`config.mk`:
```
export PLATFORM = sky130hd
export DESIGN_NAME = systolic_fir_filter_flat
export DESIGN_NICKNAME = d
export VERILOG_FILES = /design/src/rtl/fir_pkg.sv /design/src/rtl/systolic_fir_filter_if.sv /design/src/rtl/fir_pe.sv /design/src/rtl/systolic_fir_filter.sv /design/src/flat_wrapper.sv
export SDC_FILE = /design/constraint.sdc
export NUM_CORES = 1
export LEC_CHECK = 0
export BUFFER_PORTS_ARGS = -buffer_cell sky130_fd_sc_hd__buf_2
export CORE_MARGIN = 4
export CORE_UTILIZATION = 35
export CTS_CLUSTER_DIAMETER = 60
export DETAILED_ROUTE_END_ITERATION = 7
export GPL_TIMING_DRIVEN = 0
export HOLD_SLACK_MARGIN = 0.03
export PLACE_DENSITY = 0.49
export SLEW_MARGIN = 20
export SYNTH_ARGS = -nofsm -noshare
export SYNTH_HDL_FRONTEND = slang
export SYNTH_SLANG_ARGS = --single-unit
```
`constraint.sdc`:
```
create_clock -name clk -period 16.4 [get_ports clk]
set_input_delay 4.92 -clock clk [delete_from_list [all_inputs] [get_ports clk]]
set_output_delay 4.92 -clock clk [all_outputs]
set_load 0.03 [all_outputs]
```
`src/rtl/fir_pkg.sv`:
```
// Shared widths and coefficient set for the systolic FIR filter.
package fir_pkg;

  localparam int unsigned DATA_W = 32;
  localparam int unsigned COEF_W = 16;
  localparam int unsigned TAPS   = 8;
  localparam int unsigned OUT_W  = DATA_W + COEF_W + $clog2(TAPS);

  // Symmetric low-pass kernel, DC gain 20.
  localparam logic signed [COEF_W-1:0] COEFS [TAPS] = '{
    16'sd1, 16'sd2, 16'sd3, 16'sd4, 16'sd4, 16'sd3, 16'sd2, 16'sd1
  };

endpackage : fir_pkg

```
`src/rtl/systolic_fir_filter_if.sv`:
```
// Sample stream into the filter and filtered stream out of it.
interface systolic_fir_filter_if;
  import fir_pkg::*;

  logic signed [DATA_W-1:0] original;
  logic signed [OUT_W-1:0]  filtered;

  // Source/consumer side.
  modport master (output original, input filtered);
  // Filter side.
  modport slave  (input original, output filtered);

endinterface : systolic_fir_filter_if

```
`src/rtl/fir_pe.sv`:
```
// One multiply-accumulate stage of the transposed-form FIR chain.
module fir_pe
  import fir_pkg::*;
(
  input  logic                     clk,
  input  logic                     rst,
  input  logic signed [DATA_W-1:0] x,
  input  logic signed [COEF_W-1:0] coef,
  input  logic signed [OUT_W-1:0]  sum_in,
  output logic signed [OUT_W-1:0]  sum_out
);

  localparam int unsigned PROD_W = DATA_W + COEF_W;

  logic signed [PROD_W-1:0] prod_c;
  logic signed [OUT_W-1:0]  sum_d;
  logic signed [OUT_W-1:0]  sum_q;

  // Full-precision product, sign-extended before joining the partial sum.
  always_comb begin
    prod_c = x * coef;
    sum_d  = OUT_W'(prod_c) + sum_in;
  end

  // Partial-sum register, cleared asynchronously.
  always_ff @(posedge clk or posedge rst) begin
    if (rst) begin
      sum_q <= '0;
    end else begin
      sum_q <= sum_d;
    end
  end

  assign sum_out = sum_q;

endmodule : fir_pe

```
`src/rtl/systolic_fir_filter.sv`:
```
// Streaming TAPS-tap FIR: registered input broadcast to a PE chain whose
// partial sums shift toward PE0; PE0's sum register is the output.
module systolic_fir_filter
  import fir_pkg::*;
(
  input  logic                 clk,
  input  logic                 rst,
  systolic_fir_filter_if.slave fir
);

  logic signed [DATA_W-1:0] x_d;
  logic signed [DATA_W-1:0] x_q;
  logic signed [OUT_W-1:0]  sum_w [TAPS+1];

  assign x_d         = fir.original;
  assign sum_w[TAPS] = '0;

  // Input sample register feeding every PE.
  always_ff @(posedge clk or posedge rst) begin
    if (rst) begin
      x_q <= '0;
    end else begin
      x_q <= x_d;
    end
  end

  // PE k adds h[k]*x to the partial sum arriving from PE k+1.
  for (genvar k = 0; k < TAPS; k++) begin : g_pe
    fir_pe u_pe (
      .clk     (clk),
      .rst     (rst),
      .x       (x_q),
      .coef    (COEFS[k]),
      .sum_in  (sum_w[k+1]),
      .sum_out (sum_w[k])
    );
  end

  assign fir.filtered = sum_w[0];

endmodule : systolic_fir_filter

```
`src/flat_wrapper.sv`:
```
// flat-port wrapper written by rule: the top's interface ports become plain ports
module systolic_fir_filter_flat import fir_pkg::*;
  (clk, rst, fir_original, fir_filtered);
  systolic_fir_filter_if fir_i ();
  input  logic clk;
  input  logic rst;
  input wire logic [$bits(fir_i.original)-1:0] fir_original;
  output wire logic [$bits(fir_i.filtered)-1:0] fir_filtered;
  assign fir_i.original = fir_original;
  assign fir_filtered = fir_i.filtered;
  systolic_fir_filter u_core (.clk(clk), .rst(rst), .fir(fir_i));
endmodule
```
==> run_results.csv, run 1 <==
group,metric,value,unit
grt,antenna_found_initial,0,
power_and_ir_drop,clkPwrFrac,17.1,%
cts,ctsRootBufferMaster,"clkbuf_16",
grt,grt_pass1_wl,118.1,mm
timing,relSlewSlack,42.38,%
timing,fin_crit_sh,42.53,%
cts,insertion_delay,0.60,ns
power_and_ir_drop,internal_power,3.795,mW
timing,fin_crit,6.975,ns
routing,routed-via-count,21840,
power_and_ir_drop,swShare,44.09,%
floorplan,dieArea,84790,um2
yosys,ys_seq_area_share,36.02,%
floorplan,rows,103,
power_and_ir_drop,pwr-share-comb,59.0,%
routing,antenna_left,0,
power_and_ir_drop,p_per_area,213.7,nW/um2
finish,nNetsFinal,3440,
timing,finalWorstSetupSlack,9.425,ns
routing,first_iter_violations,1166,
cts,cts_resized,0,
finish,final_common_cell,"dfrtp_1",
floorplan,die_w,291.2,um
min_path,hold_start,"u_core.g_pe[5].u_pe.sum_out[1]",
finish,fill_cells,7762,
critical_path,critical_path.startpoint,"u_core.x_q[6]",
cts,postCtsSetupBuffers,0,
cts,cts.clk_slew.worst_paths,0.06,ns
critical_path,cp.arrival,7.43,ns
routing,drc,0,
yosys,async_flop_share,100.0,%
yosys,yosysTopAreaCell,"dfrtp_1",
power_and_ir_drop,seq_power_share,23.9,%
timing,max_freq,143.4,MHz
finish,drive_gt1_share,7.803,%
power_and_ir_drop,vdd_ir_drop_max,0.08087,mV
floorplan,core,79260,um2
grt,grt_pass1_vias,22350,
routing,drt-total-wl,73.00,mm
yosys,synth_enable_flop_cells,0,
placed_design,dpl_worst_slack,9.589,ns
min_path,hold_class,"reg2reg",
outcome,status,"complete, no violations",
routing,drt-wirelength-per-cell,17.74,um
cts,cts_tree,"yes",
floorplan,die_h,291.2,um
cts,clockBufferDepth,3,
cts,clock-sinks,404,
yosys,netlist_area,28070,um2
timing,worst_pin_slew,0.8621,ns
cts,htreeDepth,2,
timing,finClkSkew,0.02260,ns
yosys,ys.flop_type,"dfrtp_1",
yosys,synth.net_count,3295,
yosys,synth_top_area_share,36.02,%
critical_path,cp.required,16.85,ns
yosys,synthTopCellsByArea,"dfrtp_1, ha_1, xnor2_1",
placed_design,io_buffers,84,
critical_path,critPathKind,"reg2reg",
grt,grt-ovfl-total,0,
power_and_ir_drop,p_sw,2.993,mW
floorplan,initial_core_util,35.41,%
critical_path,endpoint_kind,"flip-flop",
yosys,yosys_warnings,0,
yosys,ys_types,90,
yosys,synth_cells,2877,
cts,cts_buffers,53,
yosys,synth-seq-cells,404,
grt,grt_max_degree,111,
critical_path,start_kind,"flip-flop",
routing,vias_per_cell,5.308,
routing,dr.pass1.iters,7,
placed_design,routabilityCongestion,0.8699,
timing,rsz0062_at_grt,"false",
cts,cts.hold.buffers_added,0,
finish,final_cell_mix,"dfrtp_1, ha_1, a21oi_1, a21o_1, xnor2_1",
finish,seq_area,10110,um2
grt,grt_util_all_layers,16.95,%
critical_path,reg2reg_from,"u_core.x_q[6]",
timing,drv_slew,0,
timing,hold_slack,0.3494,ns
power_and_ir_drop,power_leakage,14.98,nW
finish,multiInputGateArea,17330,um2
timing,hold_viol,0,
job,maxCapViolations,0,
yosys,avgSynthCellArea,9.756,um2
finish,area_growth,13.17,%
critical_path,critPathMaxFanout,8,
placed_design,hpwl,56.65,mm
timing,setup_viol,0,
floorplan,io_pins,85,
-- flip-flops by register name, indices dropped and copies added, names as in the netlist --
| register | cells |
|---|---|
| u_core.g_pe.u_pe.sum_out | 372 |
| u_core.x_q | 32 |
-- area by class of cell --
type                       instances  area share [%]
clock buffer                      76           4.955
tap                             1050           4.136
buffer                            62          0.9532
clock inverter                    20          0.6775
antenna                            1        0.007878
inverter                          89           1.075
timing repair buffer              90           1.804
sequential                       404           31.84
multi-input combinational       2322           54.55
-- power groups by stage --
stage	registers [mW]	clock network (mW)	logic (mW)
after floorplan	1.71	0	2.95
after global placement	1.65	0	3.92
after detailed placement	1.64	0	3.95
after CTS	1.63	1.20	3.99
after global routing	1.67	1.25	4.46
final	1.62	1.16	4.01
-- metal layers --
layer	GRT usage, %	wire, um	vias up	share of wire [%]
li1	-	-	10900	-
met1	25.12	37480	10430	51
met2	26.02	31130	392	43
met3	2.266	2716	112	3.7
met4	4.392	1670	0	2.3
met5	0	0	-	0
-- path summary, 6_finish.rpt --
kind / endpoint / slack [ns] / depth (start not counted)
worst max-delay path: u_core.g_pe[2].u_pe.sum_out[50] / 9.43 / 24
worst min-delay path: u_core.g_pe[4].u_pe.sum_out[1] / 0.35 / 0
worst max register to register: u_core.g_pe[2].u_pe.sum_out[50] / 9.43 / 24
worst min register to register: u_core.g_pe[4].u_pe.sum_out[1] / 0.35 / 0
max in group asynchronous: u_core.g_pe[5].u_pe.sum_out[47] / 11.16 / 3
min in group asynchronous: u_core.g_pe[0].u_pe.sum_out[1] / 4.34 / 2
-- critical path, stage by stage (launching register included) --
cell and delay (ns):
dfrtp_1 0.73, ha_1 0.37, ha_1 0.37, o21ai_0 0.19, nand2b_1 0.08, a21oi_1 0.21, o31ai_1 0.12, a2111oi_1 0.63
o21ba_2 0.28, o21ai_0 0.09, a21oi_1 0.37, o31ai_1 0.24, xor2_1 0.44, ha_1 0.42, a21oi_1 0.23, o21ai_1 0.12
a21o_1 0.19, a21o_1 0.17, a21o_1 0.17, a221o_1 0.39, nand3_2 0.15, nor4_1 0.07, a211o_1 0.27, a21oi_1 0.19
xnor3_1 0.35
-- through the flow --
stage / util [%] / cells / cell area [um2] / TNS, ns / power [mW]
6_report: 40.08 / 4114 / 31760 / 0 / 6.788
2_1_floorplan: - / 2877 / 28070 / 0 / 4.661
5_1_grt: 40.07 / 4113 / 31760 / 0 / 7.374
3_3_place_gp: 37.60 / 4011 / 29800 / -1542.76 / 5.566
4_1_cts: 40.07 / 4113 / 31760 / 0 / 6.815
3_5_place_dp: 37.82 / 4017 / 29970 / 0 / 5.590
-- Yosys cell counts (12+ instances only) --
cell type  instances
a211o_1           14
a211oi_1          28
a21o_1           215
a21oi_1          284
a31oi_1           41
and2_1            13
and3_1            26
and4_1            13
clkbuf_1          45
dfrtp_1          404
ha_1             376
inv_1             89
nand2_1          163
nand2b_1          39
nand3_1           61
nand4_1           45
nor2_1           158
nor2b_1           39
nor3_1            32
o211ai_1          16
o21a_1            42
o21ai_0          147
o21ai_1           23
o21bai_1          35
o31ai_1           21
or3_1             12
xnor2_1          196
xor2_1           120
-- cell families (layout without fill, tap and decap cells) --
kind of cell / Yosys count / in the layout / share of synthesized area, %
flops: 404 / 404 / 36.02
xor+xnor: 317 / 317 / 9.941
compound gates: 990 / 990 / 23.37
buf+inv: 151 / 337 / 2.269
simple gates: 629 / 629 / 10.99
other cells: 0 / 1 / 0
fa+ha+maj: 384 / 384 / 17.33
mux: 2 / 2 / 0.07133
(Power assumes the default switching activity.)
==> run 2: changes to the inputs <==
clock period = 6 ns   (was 16.4 ns; I/O delays follow)
==> run_results.csv, run 2 (synthesis gave the netlist of run 1 again) <==
group,metric,value,unit
timing,worst_pin_slew,0.9013,ns
critical_path,start_kind,"flip-flop",
floorplan,initial_core_util,35.41,%
routing,first_iter_violations,1208,
routing,vias_per_cell,5.263,
critical_path,slowest_stage,"dfrtp_2",
routing,drt-wirelength-per-cell,17.53,um
routing,dr.pass1.iters,5,
timing,fin_crit,5.867,ns
power_and_ir_drop,p_sw,8.276,mW
finish,largest_register_ffs,372,
finish,drive_gt1_share,11.96,%
finish,final_common_cell,"dfrtp_1",
critical_path,cp.arrival,6.32,ns
cts,cts_buffers,52,
routing,antenna_left,0,
critical_path,crit_family,"compound AO/OA/AOI/OAI gates",
placed_design,routabilityCongestion,0.8782,
critical_path,cp_slowest_stage_delay,0.44,ns
floorplan,io_pins,85,
power_and_ir_drop,pwr-share-comb,59.2,%
cts,htreeDepth,2,
cts,cts.hold.buffers_added,0,
floorplan,rows,103,
placed_design,hpwl,56.85,mm
critical_path,critPathKind,"reg2reg",
finish,layout.cells.non_filler,4170,
timing,finClkSkew,0.01755,ns
timing,fin_tns_setup,0,ns
timing,fin_crit_sh,97.78,%
finish,area_growth,17.11,%
critical_path,cp.required,6.46,ns
cts,clock-sinks,404,
timing,finalWorstSetupSlack,0.1332,ns
timing,hold_slack,0.3432,ns
floorplan,die_h,291.2,um
power_and_ir_drop,swShare,43.64,%
timing,drv_slew,0,
cts,ctsRootBufferMaster,"clkbuf_16",
grt,grt-ovfl-total,0,
grt,antenna_found_initial,2,
routing,routed-via-count,21950,
critical_path,worst-path-buf-inv,3,
floorplan,dieArea,84790,um2
cts,insertion_delay,0.60,ns
grt,grt_max_degree,57,
power_and_ir_drop,vdd_ir_drop_max,0.2702,mV
outcome,status,"complete, no violations",
placed_design,dp_cells,4025,
routing,drc,0,
power_and_ir_drop,p_per_area,576.9,nW/um2
finish,final_cell_mix,"dfrtp_1, ha_1, a21oi_1, a21o_1, xnor2_1",
timing,setup_viol,0,
critical_path,endpoint_kind,"flip-flop",
cts,cts_tree,"yes",
cts,clockBufferDepth,3,
finish,post-route-util,41.47,%
timing,relSlewSlack,39.76,%
floorplan,die_w,291.2,um
job,maxCapViolations,0,
timing,rsz0062_at_grt,"true",
power_and_ir_drop,seq_power_share,23.5,%
min_path,hold_class,"reg2reg",
placed_design,io_buffers,84,
power_and_ir_drop,clkPwrFrac,17.4,%
finish,nNetsFinal,3494,
grt,grt_pass1_vias,22100,
routing,drt-total-wl,73.08,mm
grt,grt_pass1_wl,117.7,mm
placed_design,dpl_worst_slack,-1.128,ns
critical_path,critPathMaxFanout,4,
grt,grt_util_all_layers,16.92,%
timing,max_freq,170.5,MHz
cts,cts.clk_slew.worst_paths,0.06,ns
timing,hold_viol,0,
power_and_ir_drop,power_leakage,15.40,nW
finish,n_antenna_cell,0,
power_and_ir_drop,internal_power,10.69,mW
floorplan,core,79260,um2
run 2: cell types whose count changed in the layout (fill, tap and decap cells not counted), sizes merged, moves of 2 or more:
cell / previous run / this run
inv: 93 / 91
bufinv: 3 / 6
buf: 106 / 165
clkbuf: 121 / 116
clkinvlp: 2 / 5
run 2: timing repair:
item | CTS | global route
resized for setup | 36 | 67
pin swaps | 13 | 46
setup buffers | 19 | 32
hold endpoints to repair | 0 | 0
endpoints found under the setup margin | 16 | 16
run 2: metrics by stage:
stage                     power [mW]  cell area (um2)
after floorplan                12.74            28080
after global placement         15.22            29810
after detailed placement       15.27            30110
after CTS                      18.80            32280
after global routing           20.58            32870
final                          18.96            32870
run 2: worst paths after layout:
path | startpoint | end | slack (ns) | depth (start not counted)
worst max register to register | u_core.x_q[2] | u_core.g_pe[2].u_pe.sum_out[50] | 0.13 | 26
max in group asynchronous | rst | u_core.g_pe[5].u_pe.sum_out[48] | 3.31 | 7
worst max-delay path | u_core.x_q[2] | u_core.g_pe[2].u_pe.sum_out[50] | 0.13 | 26
worst min register to register | u_core.g_pe[5].u_pe.sum_out[0] | u_core.g_pe[4].u_pe.sum_out[0] | 0.34 | 0
min in group asynchronous | rst | u_core.g_pe[1].u_pe.sum_out[2] | 1.24 | 2
worst min-delay path | u_core.g_pe[5].u_pe.sum_out[0] | u_core.g_pe[4].u_pe.sum_out[0] | 0.34 | 0
run 2: area by class of cell:
class | instances | area [um2]
Clock buffer | 75 | 1550
Sequential cell | 404 | 10130
Buffer | 58 | 287.8
Timing Repair Buffer | 149 | 1114
Multi-Input combinational cell | 2322 | 17810
Fill cell | 7568 | 46390
Inverter | 89 | 337.8
Clock inverter | 23 | 322.8
Tap cell | 1050 | 1314
run 2: routing by layer:
metal / GRT usage, % / part of all wire [%] / wire length, um
met1: 25.10 / 51 / 36970
met2: 25.46 / 42 / 30710
met3: 2.289 / 4.2 / 3033
met4: 5.395 / 3.2 / 2365
met5: 0 / 0 / 0
run 2: power groups by stage:
stage | registers [mW] | clock network [mW] | logic, mW
2_1_floorplan | 4.68 | 0 | 8.06
3_3_place_gp | 4.51 | 0 | 10.7
3_5_place_dp | 4.48 | 0 | 10.8
4_1_cts | 4.45 | 3.40 | 10.9
5_1_grt | 4.56 | 3.52 | 12.5
6_report | 4.45 | 3.29 | 11.2
